===== config.mk =====
export PLATFORM = sky130hd
export DESIGN_NAME = mod_n_updown_counter
export DESIGN_NICKNAME = d
export VERILOG_FILES = /design/src/rtl/mod_n_updown_counter.sv
export SDC_FILE = /design/constraint.sdc
export NUM_CORES = 1
export LEC_CHECK = 0
export CAP_MARGIN = 20
export CORE_AREA = 2 2 39 41
export CTS_CLUSTER_DIAMETER = 40
export DETAILED_ROUTE_END_ITERATION = 8
export DIE_AREA = 0 0 41 43
export DONT_BUFFER_PORTS = 1
export PLACE_DENSITY = 0.46
export SLEW_MARGIN = 15
export SYNTH_ARGS = -nofsm -noshare
export SYNTH_HDL_FRONTEND = slang
export SYNTH_SLANG_ARGS = --single-unit

===== constraint.sdc =====
create_clock -name clock -period 2.7 [get_ports clock]
set_clock_uncertainty 0.15 [all_clocks]
set_input_delay 0.405 -clock clock [delete_from_list [all_inputs] [get_ports clock]]
set_output_delay 0.405 -clock clock [all_outputs]
set_load 0.05 [all_outputs]

===== src/rtl/mod_n_updown_counter.sv =====
// Parametrised up/down modulo-N counter with clear, load, wrap-or-saturate mode and tc/wrap/at_limit flags.
// Optional registered Gray-coded output when GRAY_OUT_EN is defined.
module mod_n_updown_counter #(
  parameter int WIDTH    = 3,
  parameter int MODULUS  = 8,
  parameter int SATURATE = 0
) (
  input  logic             clock,
  input  logic             reset,
  input  logic             x_in,
  input  logic             up_dn,
  input  logic             clr,
  input  logic             load,
  input  logic [WIDTH-1:0] load_val,
  output logic [WIDTH-1:0] y_out,
  output logic             tc,
  output logic             wrap,
`ifdef GRAY_OUT_EN
  output logic             at_limit,
  output logic [WIDTH-1:0] gray_out
`else
  output logic             at_limit
`endif
);

  localparam logic [WIDTH-1:0] MAX_CNT = WIDTH'(MODULUS - 1);
  localparam logic [WIDTH-1:0] ONE     = WIDTH'(1);

  logic             at_bound;
  logic [WIDTH-1:0] next_count;
  logic             next_wrap;
  logic             next_at_limit;

  assign at_bound = up_dn ? (y_out == MAX_CNT) : (y_out == '0);
  assign tc       = x_in & ~clr & ~load & at_bound;

  always_comb begin
    next_count    = y_out;
    next_wrap     = 1'b0;
    next_at_limit = at_limit;
    if (clr) begin
      next_count    = '0;
      next_at_limit = 1'b0;
    end else if (load) begin
      // Out-of-range loads clamp to the top of the range.
      next_count    = (load_val > MAX_CNT) ? MAX_CNT : load_val;
      next_at_limit = 1'b0;
    end else if (x_in) begin
      if (at_bound) begin
        if (SATURATE != 0) begin
          next_at_limit = 1'b1;
        end else begin
          next_count    = up_dn ? '0 : MAX_CNT;
          next_wrap     = 1'b1;
          next_at_limit = 1'b0;
        end
      end else begin
        next_count    = up_dn ? (y_out + ONE) : (y_out - ONE);
        next_at_limit = 1'b0;
      end
    end
  end

  always_ff @(posedge clock or negedge reset) begin
    if (!reset) begin
      y_out    <= '0;
      wrap     <= 1'b0;
      at_limit <= 1'b0;
    end else begin
      y_out    <= next_count;
      wrap     <= next_wrap;
      at_limit <= next_at_limit;
    end
  end

`ifdef GRAY_OUT_EN
  always_ff @(posedge clock or negedge reset) begin
    if (!reset) begin
      gray_out <= '0;
    end else begin
      gray_out <= next_count ^ (next_count >> 1);
    end
  end
`endif

endmodule


==> impl_metrics.env, run 1 <==
export IMPL_critPathTopFamily="simple AND/OR/NAND/NOR gates"
export IMPL_layout_setup_ws_ps=499.3
export IMPL_avgSynthCellArea_um2=8.937
export IMPL_place_congestion=0.7689
export IMPL_total_power_mw=0.2058
export IMPL_worstHoldPathType="primary input to flip-flop"
export IMPL_antenna_found_initial=0
export IMPL_yosys_top_cells_area="dfrtp_1, a21oi_1, fa_1, buf_4, inv_1"
export IMPL_cp_start_kind="flip-flop"
export IMPL_arrival_ps=1650
export IMPL_status="finished, final reports clean"
export IMPL_cp_cell_sequence="or4_4 -> a21oi_1 -> buf_4"
export IMPL_post_cts_resized=0
export IMPL_end_kind="primary output"
export IMPL_drc=0
export IMPL_slew_viol_final=0
export IMPL_fin_area_um2=380.4
export IMPL_hold_viol_final=0
export IMPL_grt_max_degree=10
export IMPL_yosysWarnings=0
export IMPL_fp_dieW_um=41
export IMPL_yosysSeqAreaShare=0.3200
export IMPL_clock_path_buffers=2
export IMPL_syn_to_final_growth_pct=21.60
export IMPL_multi_input_area_um2=182.7
export IMPL_grt_ovfl_total=0
export IMPL_wirelength_um=706
export IMPL_crit_buf_inv=1
export IMPL_numPortBuffers=0
export IMPL_synthCells=35
export IMPL_dr_pass1_iters=4
export IMPL_grtUsageTotal=0.09677
export IMPL_vias_per_cell=5.070
export IMPL_finalSetupTns_ps=0
export IMPL_post_place_ws_ps=752.2
export IMPL_cts_sinks=4
export IMPL_synth_largest_area_cell="dfrtp_1"
export IMPL_cts_root_buf="clkbuf_4"
export IMPL_place_area_um2=347.8
export IMPL_dieHeight_um=43
export IMPL_fin_cells=57
export IMPL_post_cts_buffers=0
export IMPL_cp_max_fo=8
export IMPL_setup_viol_count_final=0
export IMPL_crit_required_ps=2140
export IMPL_ir_drop_mv=0.3456
export IMPL_fin_crit_sh=0.8151
export IMPL_cts_inserted_buffers=3
export IMPL_final_util=0.2749
export IMPL_drive_gt1_frac=0.1951
export IMPL_hold_ws_ps=89.12
export IMPL_cts_tree="built"
export IMPL_cts_max_level=1
export IMPL_syn_nets=45
export IMPL_routedWlPerCell_um=12.39
export IMPL_post_dp_hpwl_um=540.2
export IMPL_synth_seq_cells=4
export IMPL_initial_core_util=0.2260
export IMPL_ioPinCount=15
export IMPL_yosys_area_top_type_share=0.3200
export IMPL_rsz0062_at_grt="false"
export IMPL_fillers=144
export IMPL_syn_cell_area_um2=312.8
export IMPL_power_density_nw_per_um2=540.9
export IMPL_vias=289
export IMPL_fp_dieArea_um2=1763
export IMPL_nets=53
export IMPL_insertion_delay_ps=230
export IMPL_maxCapViolations=0
export IMPL_grt_pass1_wl_um=1083
export IMPL_num_antenna_cells=0
export IMPL_setup_worst_path_class="flip-flop to primary output"
export IMPL_fmax_mhz=454.4
export IMPL_clk_pin_slew_ps=40
export IMPL_p_leak_nw=0.1627
export IMPL_core_region_area_um2=1384
export IMPL_slowest_delay_ps=550
export IMPL_fp_row_count=14
export IMPL_grt_pass1_vias=270
export IMPL_dpl_cell_count=53
export IMPL_ant_nets=0
export IMPL_seq_area_um2=100.1
export IMPL_slowest_stage="or4_4"
export IMPL_drt_iter0_markers=6
export IMPL_synth_cell_types=23
export IMPL_finalCriticalPeriod_ps=2201
==> worst register-to-register path: cells and delay by family, from the launching register on <==
family	cells	cell delay, ps
DFF	1	480
adders and majority gates	1	460
and+or+nand+nor	1	370
AOI/OAI and AO/OA	2	270
buffers and inverters	1	100
==> cells in the mapped netlist <==
cell type  number
nor2_1          2
nor2b_1         1
conb_1          1
a221oi_1        1
o31ai_1         1
xnor2_1         1
inv_1           4
nand2_1         1
fa_1            1
nand3_1         2
mux2i_1         1
dfrtp_1         4
a22oi_1         1
nand4_1         1
nor3b_1         1
a311oi_1        1
o32ai_1         1
a21oi_1         4
xor2_1          1
or4_4           1
or3b_1          1
buf_4           2
o41ai_1         1
==> layer usage <==
metal	up-vias	track usage	share of wire
li1	140	-	-
met1	137	0.1140	0.45
met2	12	0.1250	0.46
met3	0	0.09424	0.091
met4	0	0.02000	0
met5	-	0	0
==> sequential cells by signal, summed over array words and instances (netlist names) <==
register / flops
wrap: 1
y_out: 3
==> what timing repair did <==
item                                    CTS  global route
endpoints found under the hold margin     4             0
endpoints found under the setup margin    0             0
hold buffers                              1             0
==> path summary, 6_finish.rpt <==
path | start | endpoint | slack, ps | cells past startpoint
max | y_out[0] | tc | 500 | 3
min | clr | y_out[1] | 90 | 1
max reg2reg | y_out[0] | y_out[2] | 740 | 5
min reg2reg | y_out[1] | wrap | 540 | 2
max in group asynchronous | reset | y_out[0] | 1930 | 1
min in group asynchronous | reset | y_out[1] | 300 | 1
==> layout by cell type, fill, tap and decap left out <==
master         n
dlygate4sd3_1  1
inv_1          4
o31ai_1        1
conb_1         1
dfrtp_1        4
or4_4          1
nand2_1        1
a22oi_1        1
o32ai_1        1
fa_1           1
nand4_1        1
nor3b_1        1
a221oi_1       1
o41ai_1        1
a311oi_1       1
nor2b_1        1
xor2_1         1
clkbuf_4       3
mux2i_1        1
nand3_1        2
nor2_1         2
buf_4          4
or3b_1         1
xnor2_1        1
a21oi_1        4
==> area by class of cell <==
cell class | count | area share
sequential | 4 | 0.2632
inverter | 4 | 0.03947
clock buffer | 3 | 0.05921
timing repair buffer | 5 | 0.1053
tap | 16 | 0.05263
multi-input combinational | 25 | 0.4803
==> power by group <==
group | internal, mW | switching (mW)
registers | 0.0645 | 0.00959
logic | 0.0241 | 0.0351
clock network | 0.0496 | 0.0228
==> logic make-up (layout without fill, tap and decap cells) <==
logic type	Yosys count	in the layout	synth area share
other	1	1	0.01199
multiplexers	1	1	0.03200
adder cells (fa/ha/maj)	1	1	0.06400
AND/OR/NAND/NOR	10	10	0.1960
XOR/XNOR	2	2	0.05601
AO/OA/AOI/OAI	10	10	0.2240
buffers and inverters	6	12	0.09597
flip-flops	4	4	0.3200
No activity file was read; power rests on OpenSTA's default activity.
==> run 2, diff against run 1 <==
--- a/config.mk
+++ b/config.mk
@@ -11,7 +11,7 @@
 export DETAILED_ROUTE_END_ITERATION = 8
 export DIE_AREA = 0 0 41 43
 export DONT_BUFFER_PORTS = 1
-export PLACE_DENSITY = 0.46
+export PLACE_DENSITY = 0.47
 export SLEW_MARGIN = 15
 export SYNTH_ARGS = -nofsm -noshare
 export SYNTH_HDL_FRONTEND = slang
==> constraint.sdc (replaced) <==
create_clock -name clock -period 2 [get_ports clock]
set_clock_uncertainty 0.15 [all_clocks]
set_input_delay 0.3 -clock clock [delete_from_list [all_inputs] [get_ports clock]]
set_output_delay 0.3 -clock clock [all_outputs]
set_load 0.05 [all_outputs]
==> run 2 against run 1 <==
Net effect:
- routed wire length grew 4.7%
- non-clock buffer count increased by 4
- total power grew 48%
- final cell count increased by 8.8%
- critical path type unchanged
==> impl_metrics.env, run 2 (synthesized netlist as in run 1, its figures left out) <==
export IMPL_status="finished, final reports clean"
export IMPL_initial_core_util=0.2260
export IMPL_fp_row_count=14
export IMPL_maxCapViolations=0
export IMPL_reg_largest_list="y_out x3, wrap x1"
export IMPL_total_power_mw=0.3049
export IMPL_cp_cell_sequence="or4_4 -> a21oi_4 -> buf_12"
export IMPL_regMostFlops="y_out"
export IMPL_crit_end="tc"
export IMPL_crit_path_start="y_out[1]"
export IMPL_cts_sinks=4
export IMPL_finalCriticalPeriod_ps=1956
export IMPL_fin_crit_sh=0.9782
export IMPL_drive_gt1_frac=0.3043
export IMPL_antenna_found_initial=0
export IMPL_vias=312
export IMPL_cts_tree="built"
export IMPL_post_dp_hpwl_um=562.1
export IMPL_grt_ovfl_total=0
export IMPL_power_density_nw_per_um2=688.3
export IMPL_cts_max_level=1
export IMPL_fp_dieW_um=41
export IMPL_slowest_stage="or4_4"
export IMPL_dieHeight_um=43
export IMPL_rsz0062_at_grt="true"
export IMPL_reg2reg_from="y_out[0]"
export IMPL_cp_num_cells=3
export IMPL_hold_ws_ps=18.66
export IMPL_ir_drop_mv=0.2843
export IMPL_insertion_delay_ps=240
export IMPL_r2r_end="y_out[2]"
export IMPL_cts_inserted_buffers=3
export IMPL_clock_path_buffers=2
export IMPL_ioPinCount=15
export IMPL_worstHoldPathType="primary input to flip-flop"
export IMPL_syn_to_final_growth_pct=41.60
export IMPL_vias_per_cell=5.032
export IMPL_post_place_ws_ps=201.6
export IMPL_critPathTopFamily="simple AND/OR/NAND/NOR gates"
export IMPL_whs_path_depth=1
export IMPL_place_area_um2=374.1
export IMPL_fp_dieArea_um2=1763
export IMPL_final_common_cell="buf_4"
export IMPL_cp_max_fo=2
export IMPL_clk_pin_slew_ps=40
export IMPL_setup_worst_path_class="flip-flop to primary output"
export IMPL_rr_worst_depth=6
export IMPL_drt_iter0_markers=5
export IMPL_drc=0
export IMPL_fin_cells=62
export IMPL_fin_area_um2=442.9
export IMPL_nets=57
export IMPL_r2r_setup_slack_ps=130
export IMPL_arrival_ps=1510
export IMPL_cts_root_buf="clkbuf_4"
export IMPL_p_leak_nw=0.1834
export IMPL_end_kind="primary output"
export IMPL_dr_pass1_iters=4
export IMPL_slowest_delay_ps=550
export IMPL_slew_viol_final=0
export IMPL_cp_start_kind="flip-flop"
export IMPL_fmax_mhz=511.2
export IMPL_finalSetupTns_ps=0
export IMPL_crit_buf_inv=1
export IMPL_core_region_area_um2=1384
export IMPL_final_util=0.3201
export IMPL_hold_viol_final=0
export IMPL_largest_register_ffs=3
export IMPL_grt_pass1_vias=276
export IMPL_routedWlPerCell_um=11.92
export IMPL_setup_viol_count_final=0
export IMPL_num_antenna_cells=0
export IMPL_place_congestion=0.6911
export IMPL_grtUsageTotal=0.09045
export IMPL_layout_setup_ws_ps=43.70
export IMPL_dpl_cell_count=54
export IMPL_final_cell_mix="buf_4, inv_1, a21oi_1, clkbuf_4"
export IMPL_grt_pass1_wl_um=1090
export IMPL_grt_max_degree=10
export IMPL_crit_required_ps=1550
export IMPL_numPortBuffers=0
export IMPL_ant_nets=0
export IMPL_wirelength_um=739
## run 2: cell types whose count changed in the layout (fill, tap and decap cells not counted)
cell           before  now
dfrtp_1             4    2
a21oi_4             0    1
dfrtp_2             0    2
dlygate4sd3_1       1    2
buf_12              0    1
clkbuf_1            0    1
buf_4               4    6
a21oi_1             4    3
## run 2: where the power goes
part	total, mW	switching (mW)	internal, mW
Sequential	0.0927	0.00497	0.0877
Combinational	0.102	0.0597	0.0422
Clock	0.110	0.0352	0.0750
## run 2: metal layers
metal	up-vias	GRT usage	routed length [um]
li1	151	-	-
met1	150	0.1065	338
met2	11	0.1344	318
met3	0	0.05759	82
met4	0	0.02000	0
met5	-	0	0
## run 2: timing repair
item / in CTS / in global routing
endpoints found under the setup margin: 1 / 1
pin swaps: 1 / 0
gates resized for setup: 1 / 0
hold endpoints to repair: 6 / 0
hold buffers: 2 / 0
buffers inserted: 2 / 0
## run 2: worst register-to-register path, cell delays in order (launching register included)
cell,delay (ps)
dfrtp_2,360
buf_4,130
inv_1,50
fa_1,390
or3b_1,360
a22oi_1,190
o32ai_1,100
## run 2: worst min path at each step
stage	startpoint	to
floorplan	reset	wrap
global route	clr	y_out[2]
finish	load	y_out[1]
detailed placement	reset	y_out[0]
global placement	reset	y_out[0]
CTS	load	y_out[1]
## run 2: final cells by class
cell class | instances | area, um2
Multi-Input combinational cell | 25 | 193.9
Inverter | 4 | 15.01
Clock buffer | 4 | 26.28
Tap cell | 16 | 20.02
Sequential cell | 4 | 102.6
Fill cell | 156 | 940.9
Timing Repair Buffer | 9 | 85.08
